$ cat src/rtl/four_step_pkg.sv
// Shared types and constants for the four-step commutation monitor.
package four_step_pkg;

  // Group masks for buses up to 64 bits; users slice to their width.
  localparam logic [63:0] MASK_A_ALL = {32{2'b01}};
  localparam logic [63:0] MASK_B_ALL = {32{2'b10}};
  localparam logic [5:0]  MASK_A     = 6'b010101;
  localparam logic [5:0]  MASK_B     = 6'b101010;

  typedef enum logic [1:0] {IDLE, PH, RESYNC} state_t;

  typedef enum logic [2:0] {P0 = 3'd0, P1 = 3'd1, P2 = 3'd2, P3 = 3'd3, P4 = 3'd4} phase_t;

  typedef enum logic [2:0] {NONE, ON_A, OFF_A, ON_B, OFF_B, ILLEGAL} kind_t;

  typedef enum logic {GRP_A = 1'b0, GRP_B = 1'b1} grp_t;

endpackage

$ cat src/rtl/four_step_monitor_if.sv
// Observation bus between the four-step gate driver side and the monitor.
interface four_step_monitor_if #(
  parameter int W = 6
);
  logic [W-1:0] vin;
  logic         err_clr;
  logic [W-1:0] vstable;
  logic         seq_done;
  logic         seq_dir;
  logic         busy;
  logic         err_illegal;
  logic         err_order;
  logic [15:0]  seq_count;

  modport master (
    output vin, err_clr,
    input  vstable, seq_done, seq_dir, busy, err_illegal, err_order, seq_count
  );

  modport slave (
    input  vin, err_clr,
    output vstable, seq_done, seq_dir, busy, err_illegal, err_order, seq_count
  );
endinterface

$ cat src/rtl/four_step_classify.sv
// Combinational classifier: kind of change between two consecutive gate samples.
module four_step_classify
  import four_step_pkg::*;
#(
  parameter int W = 6
) (
  input  logic [W-1:0] vprev,
  input  logic [W-1:0] vin,
  output kind_t        kind
);
  localparam logic [W-1:0] GA = MASK_A_ALL[W-1:0];
  localparam logic [W-1:0] GB = MASK_B_ALL[W-1:0];

  logic [W-1:0] d;
  logic         all_on;
  logic         all_off;

  always_comb begin
    d       = vin ^ vprev;
    all_on  = ((vin & d) == d);
    all_off = ((vin & d) == '0);
    kind    = ILLEGAL;
    if (d == '0) begin
      kind = NONE;
    end else if ((d & ~GA) == '0) begin
      if (all_on)       kind = ON_A;
      else if (all_off) kind = OFF_A;
    end else if ((d & ~GB) == '0) begin
      if (all_on)       kind = ON_B;
      else if (all_off) kind = OFF_B;
    end
  end

endmodule

$ cat src/rtl/four_step_monitor.sv
// Passive checker/decoder for the four-step commutation gate bus.
module four_step_monitor
  import four_step_pkg::*;
#(
  parameter int             W          = 6,
  parameter logic [W-1:0]   INIT_VEC   = 6'b000011,
  parameter int             STABLE_CYC = 2
) (
  input  logic              clk,
  input  logic              rst_n,
  four_step_monitor_if.slave bus
);
  localparam int            CW          = $clog2(STABLE_CYC + 1);
  localparam logic [CW-1:0] STABLE_LAST = CW'(STABLE_CYC - 1);

  state_t        state, state_n;
  phase_t        k, k_n, j;
  grp_t          m, m_n, kgrp;
  logic [CW-1:0] cnt, cnt_n;
  logic [W-1:0]  vprev, vstable, vstable_n;
  logic          seq_done, seq_done_n, seq_dir, seq_dir_n;
  logic          err_illegal, err_order, ill_set, ord_set, kon;
  logic [15:0]   seq_count, seq_count_n;
  kind_t         kind;

  four_step_classify #(.W(W)) u_classify (
    .vprev (vprev),
    .vin   (bus.vin),
    .kind  (kind)
  );

  always_ff @(posedge clk) begin
    if (!rst_n) begin
      state       <= IDLE;
      k           <= P0;
      m           <= GRP_A;
      cnt         <= '0;
      vprev       <= INIT_VEC;
      vstable     <= INIT_VEC;
      seq_done    <= 1'b0;
      seq_dir     <= 1'b0;
      err_illegal <= 1'b0;
      err_order   <= 1'b0;
      seq_count   <= '0;
    end else begin
      state       <= state_n;
      k           <= k_n;
      m           <= m_n;
      cnt         <= cnt_n;
      vprev       <= bus.vin;
      vstable     <= vstable_n;
      seq_done    <= seq_done_n;
      seq_dir     <= seq_dir_n;
      // A fresh error outranks a simultaneous clear.
      err_illegal <= (err_illegal & ~bus.err_clr) | ill_set;
      err_order   <= (err_order & ~bus.err_clr) | ord_set;
      seq_count   <= seq_count_n;
    end
  end

  always_comb begin
    state_n     = state;
    k_n         = k;
    m_n         = m;
    cnt_n       = cnt;
    vstable_n   = vstable;
    seq_done_n  = 1'b0;
    seq_dir_n   = seq_dir;
    seq_count_n = seq_count;
    ill_set     = 1'b0;
    ord_set     = 1'b0;
    kgrp        = (kind == ON_B || kind == OFF_B) ? GRP_B : GRP_A;
    kon         = (kind == ON_A || kind == ON_B);
    // Phase of this change relative to the first-switched group M.
    if (kgrp == m) j = kon ? P2 : P3;
    else           j = kon ? P4 : P1;

    case (state)
      IDLE: begin
        if (kind == ILLEGAL) begin
          ill_set = 1'b1;
          state_n = RESYNC;
          cnt_n   = '0;
        end else if (kind != NONE) begin
          state_n = PH;
          cnt_n   = '0;
          if (kon) begin
            k_n = P2;
            m_n = kgrp;
          end else begin
            k_n = P1;
            m_n = (kgrp == GRP_A) ? GRP_B : GRP_A;
          end
        end
      end
      PH: begin
        if (kind == ILLEGAL) begin
          ill_set = 1'b1;
          state_n = RESYNC;
          cnt_n   = '0;
        end else if (kind == NONE) begin
          if (cnt == STABLE_LAST) begin
            vstable_n   = bus.vin;
            seq_dir_n   = (m == GRP_A);
            seq_done_n  = 1'b1;
            seq_count_n = (seq_count == 16'hFFFF) ? seq_count : seq_count + 16'd1;
            state_n     = IDLE;
            cnt_n       = '0;
          end else begin
            cnt_n = cnt + 1'b1;
          end
        end else if (j > k) begin
          k_n   = j;
          cnt_n = '0;
        end else begin
          ord_set = 1'b1;
          state_n = RESYNC;
          cnt_n   = '0;
        end
      end
      RESYNC: begin
        if (kind != NONE) begin
          cnt_n = '0;
        end else if (cnt == STABLE_LAST) begin
          vstable_n = bus.vin;
          state_n   = IDLE;
          cnt_n     = '0;
        end else begin
          cnt_n = cnt + 1'b1;
        end
      end
      default: state_n = IDLE;
    endcase
  end

  assign bus.vstable     = vstable;
  assign bus.seq_done    = seq_done;
  assign bus.seq_dir     = seq_dir;
  assign bus.busy        = (state != IDLE);
  assign bus.err_illegal = err_illegal;
  assign bus.err_order   = err_order;
  assign bus.seq_count   = seq_count;

endmodule

$ cat src/flat_wrapper.sv
// flat-port wrapper written by rule: the top's interface ports become plain ports
module four_step_monitor_flat import four_step_pkg::*;
#(
  parameter int             W          = 6,
  parameter logic [W-1:0]   INIT_VEC   = 6'b000011,
  parameter int             STABLE_CYC = 2
)
  (clk, rst_n, bus_vin, bus_err_clr, bus_vstable, bus_seq_done, bus_seq_dir, bus_busy, bus_err_illegal, bus_err_order, bus_seq_count);
  four_step_monitor_if #(.W(W)) bus_i ();
  input  logic clk;
  input  logic rst_n;
  input wire logic [$bits(bus_i.vin)-1:0] bus_vin;
  input wire logic [$bits(bus_i.err_clr)-1:0] bus_err_clr;
  output wire logic [$bits(bus_i.vstable)-1:0] bus_vstable;
  output wire logic [$bits(bus_i.seq_done)-1:0] bus_seq_done;
  output wire logic [$bits(bus_i.seq_dir)-1:0] bus_seq_dir;
  output wire logic [$bits(bus_i.busy)-1:0] bus_busy;
  output wire logic [$bits(bus_i.err_illegal)-1:0] bus_err_illegal;
  output wire logic [$bits(bus_i.err_order)-1:0] bus_err_order;
  output wire logic [$bits(bus_i.seq_count)-1:0] bus_seq_count;
  assign bus_i.vin = bus_vin;
  assign bus_i.err_clr = bus_err_clr;
  assign bus_vstable = bus_i.vstable;
  assign bus_seq_done = bus_i.seq_done;
  assign bus_seq_dir = bus_i.seq_dir;
  assign bus_busy = bus_i.busy;
  assign bus_err_illegal = bus_i.err_illegal;
  assign bus_err_order = bus_i.err_order;
  assign bus_seq_count = bus_i.seq_count;
  four_step_monitor #(.W(W), .INIT_VEC(INIT_VEC), .STABLE_CYC(STABLE_CYC)) u_core (.clk(clk), .rst_n(rst_n), .bus(bus_i));
endmodule
$ cat config.mk
export PLATFORM = sky130hd
export DESIGN_NAME = four_step_monitor_flat
export DESIGN_NICKNAME = d
export VERILOG_FILES = /design/src/rtl/four_step_pkg.sv /design/src/rtl/four_step_monitor_if.sv /design/src/rtl/four_step_classify.sv /design/src/rtl/four_step_monitor.sv /design/src/flat_wrapper.sv
export SDC_FILE = /design/constraint.sdc
export NUM_CORES = 1
export LEC_CHECK = 0
export ABC_AREA = 1
export BUFFER_PORTS_ARGS = -buffer_cell sky130_fd_sc_hd__buf_2
export CORE_MARGIN = 1
export CORE_UTILIZATION = 60
export CTS_BUF_LIST = sky130_fd_sc_hd__clkbuf_8
export DETAILED_ROUTE_END_ITERATION = 7
export PLACE_DENSITY = 0.84
export SYNTH_ARGS = -nofsm -noshare
export SYNTH_HDL_FRONTEND = slang
export SYNTH_SLANG_ARGS = --single-unit
$ cat constraint.sdc
create_clock -name clk -period 6.75 [get_ports clk]
set_clock_uncertainty 0.05 [all_clocks]
set_input_delay 1.0125 -clock clk [delete_from_list [all_inputs] [get_ports clk]]
set_output_delay 1.0125 -clock clk [all_outputs]
set_load 0.02 [all_outputs]
==> results_tabular.tex <==
\begin{tabular}{lr}
\hline
Metric & Value \\
\hline
\multicolumn{2}{l}{\textbf{Routing}} \\
Vias post-DR & 2,090 \\
Final WL & 4.64 mm \\
Drt first-iter violations & 120 \\
Total DRC errors in the routed layout & 0 \\
Antenna violation net count after detailed routing & 0 \\
Average wire per cell in the routed design & 11.5 um \\
First drt pass iteration count & 4 \\
Mean number of vias per cell & 5.17 \\
\multicolumn{2}{l}{\textbf{Clock tree}} \\
Post-CTS Repair Setup Buffers & 0 \\
Clk Latency, worst-skew pair & 0.30 ns \\
TritonCTS clock tree & done \\
Sinks on the clock net & 40 \\
CTS hold repair buffers & 0 \\
Post-CTS sizing & 0 \\
Number of buffers created by CTS & 5 \\
Clock transition at the registers of the reported paths & 0.08 ns \\
Bufs on Longest Clock Path & 2 \\
Clock Root Buffer & sky130\_fd\_sc\_hd\_\_clkbuf\_8 \\
Number of levels the H-tree was split into & 2 \\
\multicolumn{2}{l}{\textbf{Logic synthesis}} \\
Number of flip-flops and latches in the synthesized netlist & 40 \\
Dominant synthesized flop cell & sky130\_fd\_sc\_hd\_\_dfxtp\_1 \\
Synthesized netlist cell count & 320 \\
Mapped Nets & 349 \\
Seq/Total Area, Yosys & 0.344 \\
Count of distinct cell types in the synthesized netlist & 26 \\
Share of flip-flops with an asynchronous set or reset after synthesis & 0 \\
Post-synthesis cell area & 2330 um2 \\
EDFF count, synth & 0 \\
Synth Area per Inst & 7.28 um2 \\
Yosys synthesis warning count & 0 \\
\multicolumn{2}{l}{\textbf{Placement}} \\
Routability congestion estimate from global placement & 0.939 \\
Post-placement worst setup slack & 3.20 ns \\
Number of placed instances, taps included & 396 \\
Post-DP HPWL & 3.46 mm \\
Buffers added on ports & 35 \\
\multicolumn{2}{l}{\textbf{STA}} \\
Maximum achievable frequency & 305 MHz \\
Post-layout worst setup margin & 3.48 ns \\
Sum of negative setup slack & 0 ns \\
Final number of max-transition violations & 0 \\
Setup Viol. Count Final & 0 \\
Time the worst path needs with I/O delays and setup & 3.27 ns \\
Max-slew headroom & 0.513 \\
Slew of the pin with the lowest slew margin & 0.730 ns \\
RSZ-0062 raised after global routing & false \\
Post-route clock period utilization & 0.485 \\
Final hold violation count & 0 \\
\multicolumn{2}{l}{\textbf{Pwr}} \\
Power after layout & 0.497 mW \\
Cell Pwr Density & 191 nW/um2 \\
Static Leak & 1.21 nW \\
Maximum vdd ir drop & 0.127 mV \\
\multicolumn{2}{l}{\textbf{Setup path}} \\
Worst endpoint data arrival time & 3.44 ns \\
CP endpoint kind & flop \\
Data required time of the critical path & 6.92 ns \\
Maximum fanout along the worst path & 11 \\
Critical path class & in2reg \\
Worst setup SP type & primary input \\
\multicolumn{2}{l}{\textbf{Global route}} \\
Aggregate global routing overflow & 0 \\
Via count of the first global-routing pass & 1,953 \\
First-pass GRT wire length & 8.21 mm \\
Largest net degree at the start of global routing & 21 \\
Overall fraction of global-route tracks in use & 0.254 \\
Initial antenna violation count & 0 \\
\multicolumn{2}{l}{\textbf{Status}} \\
Outcome & finished clean \\
\multicolumn{2}{l}{\textbf{Layout}} \\
Synth-to-Final Area Change & 11.6\% \\
Highest-count cells in the layout ignoring fill and taps & sky130\_fd\_sc\_hd\_\_nand2\_1 (71), sky130\_fd\_sc\_hd\_\_inv\_1 (43), sky130\_fd\_sc\_hd\_\_dfxtp\_1 (40) \\
Antenna diodes & 0 \\
Fraction of final layout cells with drive strength greater than 1 & 0.171 \\
Number of standard cells in the final layout excluding fillers & 404 \\
Nets@finish & 384 \\
Commonest non-fill, non-tap cell in the layout & sky130\_fd\_sc\_hd\_\_nand2\_1 \\
\multicolumn{2}{l}{\textbf{Floorplanning}} \\
Floorplan row count & 22 \\
Core region area & 3690 um2 \\
Effective utilization at floorplan & 0.631 \\
Area of the die & 4130 um2 \\
Die width & 64.3 um \\
I/O pin cnt & 36 \\
Height of the die & 64.3 um \\
\multicolumn{2}{l}{\textbf{Min path}} \\
Path category of the worst min-delay check & reg2reg \\
\multicolumn{2}{l}{\textbf{Run}} \\
Max-cap violations & 0 \\
\hline
\end{tabular}
==> final cells by class <==
class | count | area (um2)
fillers | 302 | 1090
clock inverters | 3 | 18.8
multi-input cells | 229 | 1310
clock buffers | 5 | 68.8
repair buffers | 35 | 175
inverters | 44 | 168
well taps | 48 | 60.1
flip-flops and latches | 40 | 801
==> layer usage <==
layer  up-vias  share of wire  GRT usage
met2        46           0.49      0.442
met4         0          0.017     0.0944
met1       943           0.46      0.301
li1       1093              -          -
met5         -              0          0
met3         8          0.035     0.0571
==> state kept, by name, summed over array words and instances, names as in the netlist <==
| signal | flops |
|---|---|
| u_core.bus.seq_done | 1 |
| u_core.bus.err_order | 1 |
| u_core.cnt | 2 |
| u_core.state | 2 |
| u_core.k | 3 |
| u_core.bus.seq_dir | 1 |
| u_core.m | 1 |
| u_core.bus.vstable | 6 |
| u_core.vprev | 6 |
| u_core.bus.seq_count | 16 |
| u_core.bus.err_illegal | 1 |
==> where the power goes <==
part	internal (mW)	switching, mW
sequential	0.243	0.00515
clock	0.0721	0.0885
combinational	0.0305	0.0578
total	0.346	0.152
==> critical path: stages <==
cell and delay, ns:
sky130_fd_sc_hd__buf_2 0.10, sky130_fd_sc_hd__inv_1 0.07, sky130_fd_sc_hd__ha_1 0.32, sky130_fd_sc_hd__nand3_2 0.12, sky130_fd_sc_hd__nor2_4 0.06, sky130_fd_sc_hd__inv_1 0.17
sky130_fd_sc_hd__nand3_2 0.22, sky130_fd_sc_hd__nor3_1 0.24, sky130_fd_sc_hd__ha_1 0.28, sky130_fd_sc_hd__nand3_1 0.12, sky130_fd_sc_hd__nand2_1 0.06, sky130_fd_sc_hd__nand2_1 0.07
sky130_fd_sc_hd__nand2_1 0.07, sky130_fd_sc_hd__nor2_1 0.21, sky130_fd_sc_hd__nand2_1 0.11, sky130_fd_sc_hd__nor2_1 0.10, sky130_fd_sc_hd__nor2_1 0.04, sky130_fd_sc_hd__nor2_1 0.07
==> kinds of logic (layout without fill, tap and decap cells) <==
group | after synthesis | count (layout) | share of synthesized area
AO/OA/AOI/OAI | 48 | 48 | 0.119
XOR/XNOR | 13 | 13 | 0.0489
adder cells (fa/ha/maj) | 20 | 20 | 0.107
buffers and inverters | 51 | 87 | 0.0946
flip-flops | 40 | 40 | 0.344
AND/OR/NAND/NOR | 148 | 148 | 0.286
==> Yosys cell counts, types with 2 or more instances <==
cell type / number / area (um2)
sky130_fd_sc_hd__nand2_1: 71 / 267
sky130_fd_sc_hd__nand3_2: 3 / 30.0
sky130_fd_sc_hd__o211ai_1: 2 / 15.0
sky130_fd_sc_hd__xor2_1: 12 / 105
sky130_fd_sc_hd__nor2_4: 2 / 22.5
sky130_fd_sc_hd__inv_1: 43 / 161
sky130_fd_sc_hd__dfxtp_1: 40 / 801
sky130_fd_sc_hd__nor2_1: 34 / 128
sky130_fd_sc_hd__nand2_2: 3 / 18.8
sky130_fd_sc_hd__clkbuf_1: 4 / 15.0
sky130_fd_sc_hd__nor3_1: 12 / 60.1
sky130_fd_sc_hd__nand3_1: 20 / 100
sky130_fd_sc_hd__a21oi_1: 24 / 120
sky130_fd_sc_hd__buf_6: 2 / 22.5
sky130_fd_sc_hd__o21ai_0: 13 / 65.1
sky130_fd_sc_hd__ha_1: 20 / 250
sky130_fd_sc_hd__a21oi_2: 6 / 52.6
==> path summary, 6_finish.rpt <==
path	start	end	slack [ns]	cells past startpoint
min	u_core.cnt[1]	u_core.cnt[1]	0.38	2
min reg2reg	u_core.cnt[1]	u_core.cnt[1]	0.38	2
max	bus_vin[0]	u_core.k[2]	3.48	18
max reg2reg	u_core.vprev[0]	u_core.k[2]	4.06	16
==> per-stage QoR <==
stage | utilization | area, um2 | hold WS [ns]
after CTS | 0.705 | 2600 | 0.380
after floorplan | - | 2330 | 0.359
after detailed placement | 0.681 | 2510 | 0.367
final | 0.705 | 2600 | 0.382
after global placement | 0.681 | 2510 | 0.365
after global routing | 0.705 | 2600 | 0.399
Note: power is estimated with default switching activity, not from simulation.
